## src/rtl/shunt_fringe.sv

```systemverilog
// Fringe bridge: frames local puts/EOS onto a TX word stream and
// parses RX frames into a per-signal receive database.
module shunt_fringe #(
    parameter int          N_SIG  = 4,
    parameter int          DW     = 64,
    parameter logic [7:0]  MY_ID  = 8'h01,
    parameter logic [31:0] SIM_ID = 32'h0,
    localparam int         SW     = (N_SIG > 1) ? $clog2(N_SIG) : 1
) (
    input  logic             clk_i,
    input  logic             rst_ni,
    input  logic             put_req_i,
    input  logic [7:0]       put_dst_i,
    input  logic [SW-1:0]    put_sig_i,
    input  logic             put_logic_i,
    input  logic [DW-1:0]    put_data_i,
    input  logic [DW-1:0]    put_mask_i,
    output logic             put_status_o,
    input  logic             get_req_i,
    input  logic [7:0]       get_src_i,
    input  logic [SW-1:0]    get_sig_i,
    output logic             get_success_o,
    output logic [DW-1:0]    get_data_o,
    output logic [DW-1:0]    get_mask_o,
    output logic [N_SIG-1:0] sig_valid_o,
    input  logic             eos_req_i,
    output logic             eos_done_o,
    output logic [31:0]      time_o,
    output logic             tx_valid_o,
    input  logic             tx_ready_i,
    output logic [DW-1:0]    tx_data_o,
    input  logic             rx_valid_i,
    output logic             rx_ready_o,
    input  logic [DW-1:0]    rx_data_i,
    output logic [7:0]       err_cnt_o
);

    localparam logic [7:0] TY_BIT = 8'h01;
    localparam logic [7:0] TY_LOG = 8'h02;
    localparam logic [7:0] TY_EOS = 8'hFF;

    typedef enum logic [2:0] {
        TX_IDLE, TX_HDR, TX_PAY0, TX_PAY1, TX_EOS
    } tx_st_t;

    typedef enum logic [1:0] {
        R_HDR, R_PAY0, R_PAY1, R_DROP
    } rx_st_t;

    function automatic logic [DW-1:0] mk_hdr(
        input logic [7:0] typ,
        input logic [7:0] dst,
        input logic [7:0] sig
    );
        logic [DW-1:0] h;
        h           = '0;
        h[DW-1 -: 8]  = typ;
        h[DW-9 -: 8]  = MY_ID;
        h[DW-17 -: 8] = dst;
        h[DW-25 -: 8] = sig;
        h[31:0]       = SIM_ID;
        return h;
    endfunction

    // ---------------- timestamp ----------------
    always_ff @(posedge clk_i or negedge rst_ni) begin
        if (!rst_ni) time_o <= '0;
        else         time_o <= time_o + 32'd1;
    end

    // ---------------- TX side ----------------
    tx_st_t          tx_st, tx_nx;
    logic [7:0]      p_dst;
    logic [SW-1:0]   p_sig;
    logic            p_logic;
    logic [DW-1:0]   p_data, p_mask;
    logic            put_acc, eos_sent, eos_pend;
    logic            rx_eos;

    always_comb begin
        tx_nx      = tx_st;
        tx_valid_o = 1'b0;
        tx_data_o  = '0;
        put_acc    = 1'b0;
        eos_sent   = 1'b0;
        unique case (tx_st)
            TX_IDLE: begin
                if (put_req_i && !eos_done_o) begin
                    put_acc = 1'b1;
                    tx_nx   = TX_HDR;
                end else if ((eos_req_i || eos_pend) && !eos_done_o) begin
                    tx_nx = TX_EOS;
                end
            end
            TX_HDR: begin
                tx_valid_o = 1'b1;
                tx_data_o  = mk_hdr(p_logic ? TY_LOG : TY_BIT, p_dst, 8'(p_sig));
                if (tx_ready_i) tx_nx = TX_PAY0;
            end
            TX_PAY0: begin
                tx_valid_o = 1'b1;
                tx_data_o  = p_data;
                if (tx_ready_i) tx_nx = p_logic ? TX_PAY1 : TX_IDLE;
            end
            TX_PAY1: begin
                tx_valid_o = 1'b1;
                tx_data_o  = p_mask;
                if (tx_ready_i) tx_nx = TX_IDLE;
            end
            TX_EOS: begin
                tx_valid_o = 1'b1;
                tx_data_o  = mk_hdr(TY_EOS, 8'h00, 8'h00);
                if (tx_ready_i) begin
                    tx_nx    = TX_IDLE;
                    eos_sent = 1'b1;
                end
            end
            default: tx_nx = TX_IDLE;
        endcase
    end

    assign put_status_o = (tx_st != TX_IDLE);

    always_ff @(posedge clk_i or negedge rst_ni) begin
        if (!rst_ni) begin
            tx_st   <= TX_IDLE;
            p_dst   <= '0;
            p_sig   <= '0;
            p_logic <= 1'b0;
            p_data  <= '0;
            p_mask  <= '0;
        end else begin
            tx_st <= tx_nx;
            if (put_acc) begin
                p_dst   <= put_dst_i;
                p_sig   <= put_sig_i;
                p_logic <= put_logic_i;
                p_data  <= put_data_i;
                p_mask  <= put_mask_i;
            end
        end
    end

    // An EOS request that loses to a put is remembered until TX idles
    always_ff @(posedge clk_i or negedge rst_ni) begin
        if (!rst_ni) begin
            eos_pend   <= 1'b0;
            eos_done_o <= 1'b0;
        end else begin
            if (tx_nx == TX_EOS || eos_done_o) eos_pend <= 1'b0;
            else if (eos_req_i)                eos_pend <= 1'b1;
            if (eos_sent || rx_eos) eos_done_o <= 1'b1;
        end
    end

    // ---------------- RX side ----------------
    rx_st_t          rx_st, rx_nx;
    logic [7:0]      h_typ, h_src, h_dst, h_sig;
    logic [31:0]     h_sim;
    logic            addr_ok, sig_ok, is_bit, is_log, is_eos;
    logic            rx_fire, hdr_ld, val_ld, wr_en, err_inc;
    logic [1:0]      n_pay, drop_q, drop_nx;
    logic [SW-1:0]   r_sig;
    logic [7:0]      r_src;
    logic            r_logic;
    logic [DW-1:0]   r_val, wr_data, wr_mask;

    assign rx_ready_o = rst_ni;
    assign rx_fire    = rx_valid_i & rx_ready_o;

    assign h_typ = rx_data_i[DW-1 -: 8];
    assign h_src = rx_data_i[DW-9 -: 8];
    assign h_dst = rx_data_i[DW-17 -: 8];
    assign h_sig = rx_data_i[DW-25 -: 8];
    assign h_sim = rx_data_i[31:0];

    assign is_bit  = (h_typ == TY_BIT);
    assign is_log  = (h_typ == TY_LOG);
    assign is_eos  = (h_typ == TY_EOS);
    assign addr_ok = (h_dst == MY_ID) && (h_sim == SIM_ID);
    assign sig_ok  = (32'(h_sig) < N_SIG);
    assign n_pay   = is_bit ? 2'd1 : (is_log ? 2'd2 : 2'd0);

    always_comb begin
        rx_nx   = rx_st;
        drop_nx = drop_q;
        hdr_ld  = 1'b0;
        val_ld  = 1'b0;
        wr_en   = 1'b0;
        err_inc = 1'b0;
        rx_eos  = 1'b0;
        unique case (rx_st)
            R_HDR: if (rx_fire) begin
                if (addr_ok && sig_ok && (is_bit || is_log)) begin
                    hdr_ld = 1'b1;
                    rx_nx  = R_PAY0;
                end else if (addr_ok && is_eos) begin
                    rx_eos = 1'b1;
                end else begin
                    err_inc = 1'b1;
                    if (n_pay != 2'd0) begin
                        drop_nx = n_pay;
                        rx_nx   = R_DROP;
                    end
                end
            end
            R_PAY0: if (rx_fire) begin
                if (r_logic) begin
                    val_ld = 1'b1;
                    rx_nx  = R_PAY1;
                end else begin
                    wr_en = 1'b1;
                    rx_nx = R_HDR;
                end
            end
            R_PAY1: if (rx_fire) begin
                wr_en = 1'b1;
                rx_nx = R_HDR;
            end
            R_DROP: if (rx_fire) begin
                drop_nx = drop_q - 2'd1;
                if (drop_q == 2'd1) rx_nx = R_HDR;
            end
            default: rx_nx = R_HDR;
        endcase
    end

    // LOGIC value word is staged so an entry is only ever updated whole
    assign wr_data = (rx_st == R_PAY1) ? r_val : rx_data_i;
    assign wr_mask = (rx_st == R_PAY1) ? rx_data_i : '0;

    always_ff @(posedge clk_i or negedge rst_ni) begin
        if (!rst_ni) begin
            rx_st     <= R_HDR;
            drop_q    <= '0;
            r_sig     <= '0;
            r_src     <= '0;
            r_logic   <= 1'b0;
            r_val     <= '0;
            err_cnt_o <= '0;
        end else begin
            rx_st  <= rx_nx;
            drop_q <= drop_nx;
            if (hdr_ld) begin
                r_sig   <= h_sig[SW-1:0];
                r_src   <= h_src;
                r_logic <= is_log;
            end
            if (val_ld) r_val <= rx_data_i;
            if (err_inc && err_cnt_o != 8'hFF) err_cnt_o <= err_cnt_o + 8'd1;
        end
    end

    // ---------------- database and get ----------------
    logic [DW-1:0]    db_data [N_SIG];
    logic [DW-1:0]    db_mask [N_SIG];
    logic [7:0]       db_src  [N_SIG];
    logic [N_SIG-1:0] db_vld;
    logic             g_hit;

    assign g_hit       = get_req_i && db_vld[get_sig_i] && (db_src[get_sig_i] == get_src_i);
    assign sig_valid_o = db_vld;

    // RX write is last so its valid set wins over a same-entry get clear
    always_ff @(posedge clk_i or negedge rst_ni) begin
        if (!rst_ni) begin
            db_vld <= '0;
            for (int i = 0; i < N_SIG; i++) begin
                db_data[i] <= '0;
                db_mask[i] <= '0;
                db_src[i]  <= '0;
            end
        end else begin
            if (g_hit) db_vld[get_sig_i] <= 1'b0;
            if (wr_en) begin
                db_data[r_sig] <= wr_data;
                db_mask[r_sig] <= wr_mask;
                db_src[r_sig]  <= r_src;
                db_vld[r_sig]  <= 1'b1;
            end
        end
    end

    always_ff @(posedge clk_i or negedge rst_ni) begin
        if (!rst_ni) begin
            get_success_o <= 1'b0;
            get_data_o    <= '0;
            get_mask_o    <= '0;
        end else begin
            get_success_o <= g_hit;
            if (g_hit) begin
                get_data_o <= db_data[get_sig_i];
                get_mask_o <= db_mask[get_sig_i];
            end
        end
    end

endmodule

```

## config.mk

```make
export PLATFORM = sky130hd
export DESIGN_NAME = shunt_fringe
export DESIGN_NICKNAME = d
export VERILOG_FILES = /design/src/rtl/shunt_fringe.sv
export SDC_FILE = /design/constraint.sdc
export NUM_CORES = 2
export LEC_CHECK = 0
export CAP_MARGIN = 0
export CORE_MARGIN = 1.5
export CORE_UTILIZATION = 60
export CTS_BUF_LIST = sky130_fd_sc_hd__clkbuf_8
export CTS_CLUSTER_DIAMETER = 80
export DETAILED_ROUTE_END_ITERATION = 10
export GPL_ROUTABILITY_DRIVEN = 0
export PLACE_DENSITY = 0.83
export SYNTH_ARGS = -nofsm -noshare
export SYNTH_HDL_FRONTEND = slang
export SYNTH_SLANG_ARGS = --single-unit
```

## constraint.sdc

```tcl
create_clock -name clk_i -period 5.21 [get_ports clk_i]
set_input_delay 1.3025 -clock clk_i [delete_from_list [all_inputs] [get_ports clk_i]]
set_output_delay 1.3025 -clock clk_i [all_outputs]
set_load 0.02 [all_outputs]
```

Word level (Yosys, flattened, before mapping). Index checks and enable logic that the tools add are counted.

Bitwise operators: 6. Shift-type cells: 0. Reduce and logical (&&, ||, !) cells: 28. Multiplexer cells: 78. Equality and inequality tests: 25. Divide/modulo/power cells: 0. Add/sub/neg operators: 3. $mul: 0. Magnitude comparators: 8.

Operator list (count): 256-bit bitwise mux (2); 64-bit 2-to-1 mux (7); 64-bit binary-select mux with 2-bit select (2); 64-bit one-hot mux with 4 select lines (1); 64-bit demux with 2-bit select (1); 2-bit 2-to-1 mux (18); 32-bit by 1-bit adder with 32-bit output (second input constant) (1); 32-bit bitwise mux (1); 32-bit zero test (1); 1-bit 2-to-1 mux (27); 8-bit 2-to-1 mux (3); 8-bit binary-select mux with 2-bit select (1); 8-bit demux with 2-bit select (1); 8-bit by 1-bit equality test with 1-bit output (second input constant) (2); 2-bit inequality test (second input constant) (8); 3-bit 2-to-1 mux (5); 1-bit logical AND (12); 3-bit one-hot mux with 4 select lines (1); 8-bit by 1-bit adder with 8-bit output (second input constant) (1); 8-bit by 2-bit equality test with 1-bit output (second input constant) (1); 8-bit equality test (1); 8-bit equality test (second input constant) (1); 8-bit by 3-bit < comparator with 1-bit output (second input constant) (1); 4-bit 2-to-1 mux (2); 32 further kinds (47).

Flip-flop bits (word level): 940. Latch bits: 0. Bits of input ports: 220. Memory bits (writable): 0. Bits in read-only memories: 0. Output and inout port bits: 241. Memories kept: 0.

Logic depth before layout (Yosys ltp).
Depth after elaboration: 9. Depth in mapped cells: 12.

Worst setup path before layout. No wires, ideal clock.

Kind: in2reg. Start point: in get_sig_i[0]. End point: reg get_data_o[0]. Data arrival time: 3.516 ns. Path slack: 1.567 ns. Cell stages on the path: 9. Path buffers: 3. Data required time: 5.083 ns. Cell sequence: buf_2 > mux4_2 > xnor2_1 > nand2_1 > or3b_1 > nor3_2 > buf_6 > buf_6 > mux2_1.

Longest elaborated chain between the ends: 6. Elaborated cells on any way between the ends: 12. Those cells by class: eq/ne: 1; mux: 8; bitwise: 1; reduce/logical: 2.

RTL lines: start, declared (line 21) `input logic [SW-1:0] get_sig_i,`; 2-bit inverter with 3-bit output (not written as such) (line 261, 292); 8-bit binary-select mux with 2-bit select (line 261) `assign g_hit = get_req_i && db_vld[get_sig_i] && (db_src[get_sig_i] == get_src_i);`; 8-bit 2-to-1 mux (not written as such) (2 in series) (line 261); 8-bit equality test (line 261); 1-bit logical AND (line 261); end signal, assigned (line 292) `get_data_o <= db_data[get_sig_i];`; end, declared (line 23) `output logic [DW-1:0] get_data_o,`.

Several ways; a longest one is shown, not always the timed one. The select of a mux whose other input is x is not followed. A chain may end at the register's enable or synchronous reset.

Worst setup path in the final report.
Start point: reg tx_st[1]. End point: out tx_data_o[28].

Longest elaborated chain between the ends: 2. Elaborated cells on any way between the ends: 5. Those cells by class: eq/ne: 4; mux: 1.

RTL lines: start, declared (line 72) `tx_st_t tx_st, tx_nx;`; start signal, assigned (line 133) `tx_st <= tx_nx;`; 3-bit equality test, or another cell as far along (line 86) `unique case (tx_st)`; 64-bit one-hot mux with 4 select lines * (line 86); end, declared (line 31) `output logic [DW-1:0] tx_data_o,`.

Mark *: on every way between the ends. The rest lies on a longest branch, timed or not.

==> impl_results.md <==
* H-tree levels at 4
* Vias at ~28k
* Crit path launch type: register
* Count of cells resized by post-cts repair at 0
* Yosys reg bits at 940
* TritonCTS Sinks at 940
* Worst setup EP type: output pin
* Slew headroom at 0.198
* ANT nets after route at 0
* Synth top area cells: dfrtp_1 60%, mux2_2 8.4%, mux4_2 7.7%
* IR Drop Worst-Case VDD at between 0.3 and 0.4 mV
* Antenna violations before repair at 14
* Nets at roughly 3.9k
* Total Power at between 15 and 20 mW
* Fin crit period at just under 5 ns
* Non-Filler Instances at around 4.6k
* Largest net degree at the start of global routing at around 200
* Area leader, netlist: dfrtp_1
* Worst hold margin at around 0.39 ns
* Pleak at roughly 22 nW
* Synth top cells by count: 940 x dfrtp_1, 654 x nand2_1, 524 x o21ai_0, 294 x mux2_2, 192 x clkbuf_1
* GRT Util Overall at 0.322
* Max-cap viol count at 0
* I/O pin total at ~460
* Die Width at roughly 260 um
* Maximum buffer depth of the clock tree at 3
* Vias in the first global route at slightly below 30k
* Pwr/cell area at about 400 nW/um2
* Share of synthesized registers carrying an async set or reset at 1.00
* CTS tree: yes
* Fin Setup TNS at 0 ns
* R2r worst-path depth at 7
* Cts hold-fix bufs at 0
* Total grt overflow at 0
* Hpwl dp at roughly 70000 um
* RSZ-0062 raised after global routing: false
* Arrival time worst endpoint at ~3.6 ns
* IO Port Bufs at 460
* Hold/Removal Path Class: in -> async
* Syn Area/Cell at 12.3 um2
* Final Hold Viols at 0
* Status: finished, final reports clean
* Die H at around 260 um
* Crit share post-route at 0.946
* Final Slew Violations at 0
* Full die area at between 60000 and 70000 um2
* Core Region at ~65000 um2
* Fraction of layout cells with a size suffix above 1 at 0.187
* Initial Util at 0.608
* Clock transition at the registers of the reported paths at 0.06 ns
* Worst slew pin tran at 1.19 ns
* Clk_lat worst skew at approximately 0.82 ns
* Distinct cells, synth at 48
* Setup violators final at 0
* Post-Synthesis Cells at 3193
* Placed insts at 4326
* Number of synthesized flops with an enable pin at 0
* Count leader, synth: dfrtp_1
* Cts bufs inserted at ~150
* CP required at just under 4 ns
* 1st-pass router iterations at 6
* Worst Clk Skew at ~0.04 ns
* Top FF cell, synth: dfrtp_1
* Via density at about 6
* Layout area overhead at 21.1%
* Synth top area share at 0.598
* Violation count after the first detailed-routing iteration at approximately 2.7k
* Synthesis warning total at 0
* Root Buffer: clkbuf_8
* Fmax at between 0.2 and 0.25 GHz
* Crit path kind: reg -> out
* First-pass GRT wire length at around 170000 um
* Post-synthesis cell area at just under 40000 um2
* Placement row count at between 90 and 100
* Largest fanout on the critical path at 45
* Post-Route WL at about 110000 um
* DR DRC count at 0
* Setup Buffers After CTS at 0
* Sequential fraction of the synthesis area at 0.598
* Syn Nets at about 3.4k
* WL/cell at ~23 um
## where the power goes
part | leakage, nW | switching [mW] | internal, mW
clock network | 1.71 | 2.91 | 3.28
registers | 12.7 | 0.701 | 8.35
logic | 7.38 | 2.12 | 1.85
total | 21.8 | 5.73 | 13.5
## layout by cell type, fill, tap and decap left out, drive strengths merged, types with 15 or more instances in the layout
| cell | n |
|---|---|
| dfrtp | 940 |
| nand2 | 654 |
| mux2 | 370 |
| clkdlybuf4s50 | 457 |
| o21ai | 524 |
| buf | 44 |
| mux4 | 135 |
| inv | 69 |
| xnor2 | 38 |
| mux2i | 69 |
| nor2 | 27 |
| nand3 | 23 |
| a21oi | 15 |
| a22o | 45 |
| clkbuf | 186 |
## area by class of cell
type                       instances  area [um2]
sequential                       940       23500
fill                            4106       17000
multi-input combinational       2020       14900
clock inverter                    78         413
inverter                          10        37.5
clock buffer                     186        2560
tap                              855        1070
antenna                            6        15.0
timing repair buffer             501        5100
## sequential cells by signal, summed over array words and instances, names as in the netlist, 2 cells and up
| signal | count |
|---|---|
| err_cnt_o | 8 |
| p_sig | 2 |
| r_sig | 2 |
| r_src | 8 |
| time_o | 32 |
| r_val | 64 |
| db_src | 32 |
| db_data | 256 |
| db_mask | 256 |
| get_mask_o | 64 |
| p_data | 64 |
| p_dst | 8 |
| tx_st | 3 |
| drop_q | 2 |
| get_data_o | 64 |
| p_mask | 64 |
| sig_valid_o | 4 |
| rx_st | 2 |
## path summary, 6_finish.rpt
path | to | startpoint | slack (ns)
worst max-delay path | tx_data_o[28] | tx_st[1] | 0.28
worst min-delay path | get_data_o[25] | rst_ni | 0.39
worst max register to register | db_mask[200] | rx_st[0] | 1.74
worst min register to register | db_data[164] | db_data[164] | 0.47
max in group asynchronous | time_o[1] | rst_ni | 2.58
min in group clk_i | db_data[164] | db_data[164] | 0.47
## kinds of logic after synthesis
kind of cell / after synthesis / share of synthesized area
compound gates: 618 / 0.0852
flops: 940 / 0.598
xor+xnor: 49 / 0.0109
buf+inv: 233 / 0.0243
fa+ha+maj: 7 / 0.00223
mux: 574 / 0.201
simple gates: 772 / 0.0789
## metrics by stage
stage / setup WS, ns / area (um2) / util
final: 0.282 / 47700 / 0.737
after global routing: 0.125 / 47600 / 0.737
after CTS: 0.0353 / 47600 / 0.736
after detailed placement: 0.393 / 44700 / 0.690
after global placement: 0.481 / 44700 / 0.690
after floorplan: 1.57 / 39400 / -
## critical path, stage by stage (launching register included)
cell	delay, ns
dfrtp_2	0.67
nor2b_1	0.42
and2_1	0.21
buf_4	0.45
a22o_1	0.37
clkdlybuf4s50_1	0.65
## routing by layer
metal / track usage / vias up / wire length, um
met2: 0.520 / 1172 / 52300
met4: 0.165 / 22 / 5560
met1: 0.400 / 14200 / 39500
met3: 0.0899 / 306 / 8470
li1: - / 12100 / -
met5: 0 / - / 146
No activity file was read; power rests on OpenSTA's default activity.
